`src/rtl/microprocessor.sv`:
```
// Single-cycle RV32I-subset core (ADDI, ADD, BEQ, JAL) for the Fibonacci demo.
// PC register, opcode-only decode, immediate generation, 32x32 register file
// with two combinational read ports, and a single adder ALU.
// Optional macro IMEM_EN: fetch from an internal ROM (IMEM_DEPTH words, taken
// from IMEM_INIT at elaboration) instead of the instruction port.
module microprocessor #(
  parameter int DATA_WIDTH = 32,
  parameter int DIR_WIDTH  = 5,
  parameter int IMEM_DEPTH = 64,
  parameter logic [IMEM_DEPTH-1:0][DATA_WIDTH-1:0] IMEM_INIT = '0
) (
  input  logic                  clk,
  input  logic                  arst,
  input  logic [DATA_WIDTH-1:0] instruction,
  output logic [DATA_WIDTH-1:0] pc_out,
  output logic [DATA_WIDTH-1:0] alu_result,
  output logic                  rf_we,
  output logic [DIR_WIDTH-1:0]  rf_waddr,
  output logic [DATA_WIDTH-1:0] rf_wdata
);

  localparam int NREGS = 1 << DIR_WIDTH;

  localparam logic [6:0] OP_ADDI = 7'b0010011;
  localparam logic [6:0] OP_ADD  = 7'b0110011;
  localparam logic [6:0] OP_BEQ  = 7'b1100011;
  localparam logic [6:0] OP_JAL  = 7'b1101111;

  logic [DATA_WIDTH-1:0] pc_q, pc_d;
  logic [DATA_WIDTH-1:0] rf_q [NREGS];
  logic [DATA_WIDTH-1:0] rf_d [NREGS];
  logic [DATA_WIDTH-1:0] inst;

`ifdef IMEM_EN
  localparam int IMEM_AW = $clog2(IMEM_DEPTH);
  // Upper PC bits are dropped so addresses past the ROM alias by index.
  assign inst = IMEM_INIT[pc_q[IMEM_AW+1:2]];
  logic unused_instruction;
  assign unused_instruction = ^instruction;
`else
  assign inst = instruction;
`endif

  logic [6:0]            opcode;
  logic [DIR_WIDTH-1:0]  rs1, rs2, rd;
  logic [DATA_WIDTH-1:0] rs1_data, rs2_data;
  logic [DATA_WIDTH-1:0] imm_i, imm_b, imm_j;
  logic [DATA_WIDTH-1:0] op1, op2, alu, pc_plus4;
  logic                  we_dec;
  logic                  unused_funct3;

  assign opcode = inst[6:0];
  assign rd     = inst[11:7];
  assign rs1    = inst[19:15];
  assign rs2    = inst[24:20];
  assign unused_funct3 = ^inst[14:12];

  assign imm_i = {{20{inst[31]}}, inst[31:20]};
  assign imm_b = {{19{inst[31]}}, inst[31], inst[7], inst[30:25], inst[11:8], 1'b0};
  assign imm_j = {{11{inst[31]}}, inst[31], inst[19:12], inst[20], inst[30:21], 1'b0};

  // x0 is hard-wired to zero on both read ports.
  assign rs1_data = (rs1 == '0) ? '0 : rf_q[rs1];
  assign rs2_data = (rs2 == '0) ? '0 : rf_q[rs2];
  assign pc_plus4 = pc_q + 32'd4;

  // Decode: pick ALU operands, write enable and next PC from the opcode.
  always_comb begin
    op1    = rs1_data;
    op2    = rs2_data;
    we_dec = 1'b0;
    pc_d   = pc_plus4;
    case (opcode)
      OP_ADDI: begin op2 = imm_i; we_dec = 1'b1; end
      OP_ADD:  we_dec = 1'b1;
      OP_BEQ:  op2 = -rs2_data;
      OP_JAL: begin
        op1    = pc_q;
        op2    = 32'd4;
        we_dec = 1'b1;
        pc_d   = (pc_q + imm_j) & ~32'd3;
      end
      default: ;
    endcase
    alu = op1 + op2;
    // BEQ reuses the adder as a subtractor; zero difference means equal.
    if (opcode == OP_BEQ && alu == '0) pc_d = (pc_q + imm_b) & ~32'd3;
  end

  assign alu_result = alu;
  assign rf_wdata   = alu;
  assign rf_waddr   = rd;
  assign rf_we      = we_dec && (rd != '0) && !arst;
  assign pc_out     = pc_q;

  // Next register-file contents: old state plus this cycle's write.
  always_comb begin
    rf_d = rf_q;
    if (rf_we) rf_d[rd] = alu;
  end

  // PC and register file update together; reset clears both immediately.
  always_ff @(posedge clk or posedge arst) begin
    if (arst) begin
      pc_q <= '0;
      for (int i = 0; i < NREGS; i++) rf_q[i] <= '0;
    end else begin
      pc_q <= pc_d;
      rf_q <= rf_d;
    end
  end

endmodule

```
`config.mk`:
```
export PLATFORM = sky130hd
export DESIGN_NAME = microprocessor
export DESIGN_NICKNAME = d
export VERILOG_FILES = /design/src/rtl/microprocessor.sv
export SDC_FILE = /design/constraint.sdc
export NUM_CORES = 2
export LEC_CHECK = 0
export CAP_MARGIN = 20
export CORE_MARGIN = 8
export CORE_UTILIZATION = 40
export CTS_CLUSTER_SIZE = 28
export DETAILED_ROUTE_END_ITERATION = 16
export PLACE_DENSITY = 0.6
export SLEW_MARGIN = 20
export SYNTH_ARGS = -nofsm -noshare
export SYNTH_HDL_FRONTEND = slang
export SYNTH_SLANG_ARGS = --single-unit
```
`constraint.sdc`:
```
create_clock -name clk -period 35.1 [get_ports clk]
set_clock_uncertainty 0.05 [all_clocks]
set_input_delay 7.02 -clock clk [delete_from_list [all_inputs] [get_ports clk]]
set_output_delay 7.02 -clock clk [all_outputs]
set_load 0.02 [all_outputs]
```
Word level (Yosys, flattened, before mapping)
Index checks and enable logic that the tools add are counted.

Logic and storage cells: 75. Bits of input ports: 34. Flip-flop bits (word level): 1056.

Add/sub/neg operators: 5. Bitwise logic cells: 3. Equality and inequality tests: 4. Multiplexer cells: 16. Reduce and logical (&&, ||, !) cells: 10. Magnitude comparators: 4.

Operator list (count): bitwise mux 1024 bit (1); binary-select mux 32 bit (select 5 bit) (2); 2-to-1 mux 32 bit (10); demux 32 bit (select 5 bit) (1); adder 32 bit (3); case mux 32 bit (3 select lines) (1); adder 32 x 3 -> 32 bit (second input constant) (1); zero test 32 bit (1); negator 32 bit (1); greater-or-equal comparator 6 bit (second input constant) (3); inverter 5 -> 6 bit (3); equality test 7 bit (second input constant) (2); zero test 5 bit (2); equality test 7 x 5 -> 1 bit (second input constant) (1); equality test 7 x 6 -> 1 bit (second input constant) (1); less-than comparator 6 x 1 -> 1 bit (second input constant) (1); nonzero test 5 bit (1); logical AND 1 bit (4); OR reduction 3 bit (1); zero test 1 bit (1); 2-to-1 mux 1 bit (1).

Depth between registers and ports, before layout
Depth in word-level cells: 11. Depth in mapped cells: 36. Gate-level depth less buffers: 28.

Least setup slack after synthesis
Ideal clock, no wire load.

Kind: input -> output. From: in instruction[21]. To: out rf_wdata[31]. Path buffers: 5. Data arrival time: 13.428 ns. Cell stages on the path: 28. Path slack: 14.602 ns. Cell sequence: clkbuf_1 > buf_2 > clkbuf_1 > mux4_2 > a2111oi_2 > or2_2 > ha_1 > inv_1 > or3_1 > or4b_2 > nor2b_1 > and3_1 > and3_1 > a21oi_1 > o22a_1 > ha_1 > clkbuf_1 > a21oi_1 > o21ai_0 > a221oi_1 > o21ai_0 > a211oi_1 > o21ai_0 > a21oi_1 > xor2_1 > xnor2_2 > clkinv_2 > buf_4.

Cells in the longest elaborated chain, start to end: 8. Elaborated cells on any way between the ends: 9.

Ends and longest elaborated chain: start: declaration (RTL line 14) `input logic [DATA_WIDTH-1:0] instruction,`; inverter 5 -> 6 bit (implied by the code) (RTL line 64) `assign rs2_data = (rs2 == '0) ? '0 : rf_q[rs2];`; binary-select mux 32 bit (select 5 bit) (RTL line 64); 2-to-1 mux 32 bit (implied by the code) (2 in a row) (RTL line 64); 2-to-1 mux 32 bit (RTL line 64); negator 32 bit (RTL line 76) `OP_BEQ: op2 = -rs2_data;`; case mux 32 bit (3 select lines) * (RTL line 73) `case (opcode)`; adder 32 bit * (RTL line 85) `alu = op1 + op2;`; end: declaration (RTL line 19) `output logic [DATA_WIDTH-1:0] rf_wdata`.

Every way passes the cells marked *; elsewhere a longest branch is shown, timed or not. The select of a mux whose other input is x is not followed.

Final worst setup path
From: in instruction[20]. To: out alu_result[31].

Cells in the longest elaborated chain, start to end: 8. Elaborated cells on any way between the ends: 9.

Ends and longest elaborated chain: inverter 5 -> 6 bit (implied by the code) (RTL line 64); binary-select mux 32 bit (select 5 bit) (RTL line 64); 2-to-1 mux 32 bit (implied by the code) (2 in a row) (RTL line 64); 2-to-1 mux 32 bit (RTL line 64); negator 32 bit (RTL line 76); case mux 32 bit (3 select lines) * (RTL line 73); adder 32 bit * (RTL line 85); end: declaration (RTL line 16) `output logic [DATA_WIDTH-1:0] alu_result,`.

Marked as above.

==> results.py <==
metrics = {
    "setup_path": {
        "cp-start-kind": "primary input",
        "crit_fanout": 51,
        "crit_arrival_ns": 16.84,
        "r2r_end": "pc_out[31]$_DFF_PP0_",
        "worst_path_most_repeated_cell": "buf_4",
        "slowest_stage": "buf_4",
        "r2r_cells": 25,
        "cp_data_required_time_ns": 28.03,
        "crit_path_max_incr_delay_ns": 0.75,
        "worstReg2RegStart": "rf_q[197]$_DFFE_PP0P_",
        "crit_type": "primary input to output port",
        "r2r_setup_slack_ns": 25.07,
        "end_kind": "output port",
    },
    "placement": {
        "place.gp.congestion": 0.940,
        "io_buffers": 133,
        "dp.cells": 7646,
        "dpl.hpwl_um": 125000,
    },
    "logic_synthesis": {
        "synth_area_mm2": 0.0599,
        "syn_avg_cell_area_um2": 9.88,
        "synthFlopType": "dfrtp_1",
        "synth_mux_area_share_pct": 19.6,
        "synth_cell_type_count": 86,
        "async_flop_share_pct": 100,
        "yosysWarnings": 0,
        "synth_xor_area_share_pct": 1.31,
        "synth_top_family_by_area": "multiplexers",
        "synth-simple-area-share_pct": 10.5,
        "synth-compound-area-share_pct": 18.0,
        "synthCells": 6062,
        "synth-edff-count": 0,
        "synth_fa_ha_area_share_pct": 1.58,
        "yosysSeqAreaShare_pct": 44.0,
        "synth-seq-cells": 1054,
    },
    "run": {
        "maxCapViolations": 0,
    },
    "die": {
        "placeableCoreArea_mm2": 0.149,
        "dieArea_mm2": 0.162,
        "die_x_um": 403,
        "ios": 136,
        "die_height_um": 403,
        "start_util_pct": 40.1,
        "rows": 142,
    },
    "power": {
        "p_leak_nw": 28.6,
        "cellPowerDensity_mw_per_mm2": 45.6,
        "peakVddDrop_uv": 39.9,
    },
    "final_layout": {
        "num_antenna_cells": 0,
        "fill_cells": 14200,
        "final_core_util_pct": 44.6,
        "multi_input_area_mm2": 0.0311,
        "instances_no_fill": 7862,
        "syn2layout_area_growth_pct": 11.1,
        "final_layout_size_suffix_gt1_share_pct": 14.7,
        "regArea_mm2": 0.0264,
        "nNetsFinal": 5930,
    },
    "clocking": {
        "clkTransAtPathRegs_ns": 0.06,
        "cts.sinks": 1054,
        "clockRootBuffer": "clkbuf_16",
        "post_cts_resized": 0,
        "insertion_delay_ns": 0.75,
        "numCtsBuffers": 114,
        "post_cts_buffers": 0,
        "ctsHtreeMaxLevel": 3,
        "cts_tree": "yes",
        "hold_buffers": 0,
        "clk_path_buf_depth": 3,
    },
    "sta": {
        "post-route-period-util_pct": 68.1,
        "setup-violations-final": 0,
        "drv_slew": 0,
        "rsz0062_at_grt": "no",
        "fmax_mhz": 41.8,
        "fin_tns_setup_ns": 0,
        "fin_crit_ns": 23.91,
        "worst_slew_pin_slew_ns": 1.21,
        "max-slew-margin-rel_pct": 19.0,
        "timing.final.hold_violations": 0,
    },
    "drt": {
        "route.detailed.drc": 0,
        "antenna_left": 0,
        "vias": 48600,
        "dr.pass1.iters": 6,
        "drt_iter0_drc": 5179,
        "wl_per_cell_um": 27.5,
        "vias_per_cell": 6.18,
        "routed_wl_um": 216000,
    },
    "hold_path": {
        "hold_path_class": "register to register",
        "worstHoldStart": "rf_q[1018]$_DFFE_PP0P_",
        "holdPathStages": 0,
        "hold_path_end": "rf_q[1018]$_DFFE_PP0P_",
    },
    "global_route": {
        "grt.overflow.total": 0,
        "grt_pass1_wl_um": 321000,
        "grt_max_degree": 158,
        "grt_pass1_vias": 47300,
        "grtUsageTotal_pct": 25.9,
        "antenna_found_initial": 1,
    },
    "status": {
        "status": "finished, final reports clean",
    },
}
## how the worst max path moves through the flow
stage                     cells past startpoint  slack, ns            start                    to
after CTS                                    27      11.27  instruction[20]          rf_wdata[31]
after detailed placement                     27      11.29  instruction[20]          rf_wdata[31]
after floorplan                               1      13.50             arst  pc_out[10]$_DFF_PP0_
after global routing                         27      10.42  instruction[20]        alu_result[31]
final                                        27      11.19  instruction[20]        alu_result[31]
after global placement                       28      11.48  instruction[20]        alu_result[31]
## cells by family after synthesis
kind of cell / count (synthesis)
AOI/OAI and AO/OA: 1874
xor gates and xnor gates: 89
adders and majority gates: 75
buffers and inverters: 688
DFF: 1054
muxes: 757
other: 1
and+or+nand+nor: 1524
## synthesized netlist by cell type (all sizes together), types with 16 or more instances
master / number / area share (%)
a21o: 27 / 0.34
o21ai: 1127 / 9.4
o22ai: 97 / 1.0
dfrtp: 1054 / 44
nand4: 38 / 0.41
a21oi: 274 / 2.3
mux2: 118 / 2.2
mux4: 321 / 12
a2111oi: 25 / 0.42
a22oi: 42 / 0.53
and3: 16 / 0.17
o211ai: 18 / 0.23
xnor2: 51 / 0.76
a22o: 21 / 0.31
nor3: 57 / 0.48
xor2: 38 / 0.56
clkbuf: 468 / 2.9
mux2i: 318 / 5.3
o22a: 18 / 0.26
nor2b: 19 / 0.20
ha: 74 / 1.5
nand3: 35 / 0.29
inv: 68 / 0.43
buf: 151 / 1.6
o221ai: 93 / 1.4
nor2: 120 / 0.76
nand2: 1159 / 7.3
## stage by stage
stage | setup slack, ns | hold slack [ns] | area (um2) | power (mW)
final | 11.19 | 0.346 | 66600 | 3.04
after CTS | 11.27 | 0.349 | 66500 | 3.05
after global routing | 10.42 | 0.359 | 66600 | 3.14
after global placement | 11.48 | 0.334 | 62500 | 1.75
after floorplan | 13.50 | 0.395 | 59900 | 1.59
after detailed placement | 11.29 | 0.336 | 62500 | 1.75
## flip-flops by register name (all words and copies together) (netlist names)
signal / cells
pc_out: 30
rf_q: 1024
## per-layer routing
metal / up-vias / GRT usage (%) / share of wire (%)
li1: 21500 / - / -
met1: 24300 / 35.4 / 41
met2: 2247 / 41.1 / 46
met3: 516 / 3.90 / 7.8
met4: 0 / 11.6 / 5.1
met5: - / 0 / 0
## where the power goes
group	leakage [nW]	internal [mW]	switching (mW)
Sequential	14.7	1.23	0.0276
Combinational	12.0	0.162	0.314
Clock	1.97	0.768	0.531
## placed cells by master, fill, tap and decap left out, types with 22 or more instances in the layout
master and count:
a21o_1 27, a21oi_1 273, a22oi_1 41, buf_4 119, clkbuf_1 22, clkbuf_16 115, clkbuf_8 27, clkdlybuf4s50_1 123
clkinv_2 22, dfrtp_1 1054, ha_1 74, inv_1 67, mux2_2 118, mux2i_1 318, mux4_2 321, nand2_1 1128
nand2_4 31, nand3_1 35, nand4_1 37, nor2_1 118, nor3_1 55, o21ai_0 1126, o221ai_1 93, o22ai_1 97
xnor2_1 39, xor2_1 28
## layout make-up
| class | instances | area share [%] |
|---|---|---|
| repair buffers | 261 | 3.62 |
| well taps | 1944 | 3.65 |
| flip-flops and latches | 1054 | 39.6 |
| inverters | 69 | 0.397 |
| clock buffers | 164 | 5.01 |
| clock inverters | 49 | 1.02 |
| multi-input cells | 4321 | 46.7 |
## critical path: cells and delay by family
kind                       cells  cell delay, ns
AOI/OAI and AO/OA             13            3.66
muxes                          1            0.58
and+or+nand+nor                3            0.88
buffers and inverters          7            3.70
adders and majority gates      1            0.41
xor gates and xnor gates       2            0.40
No activity file was read; power rests on OpenSTA's default activity.
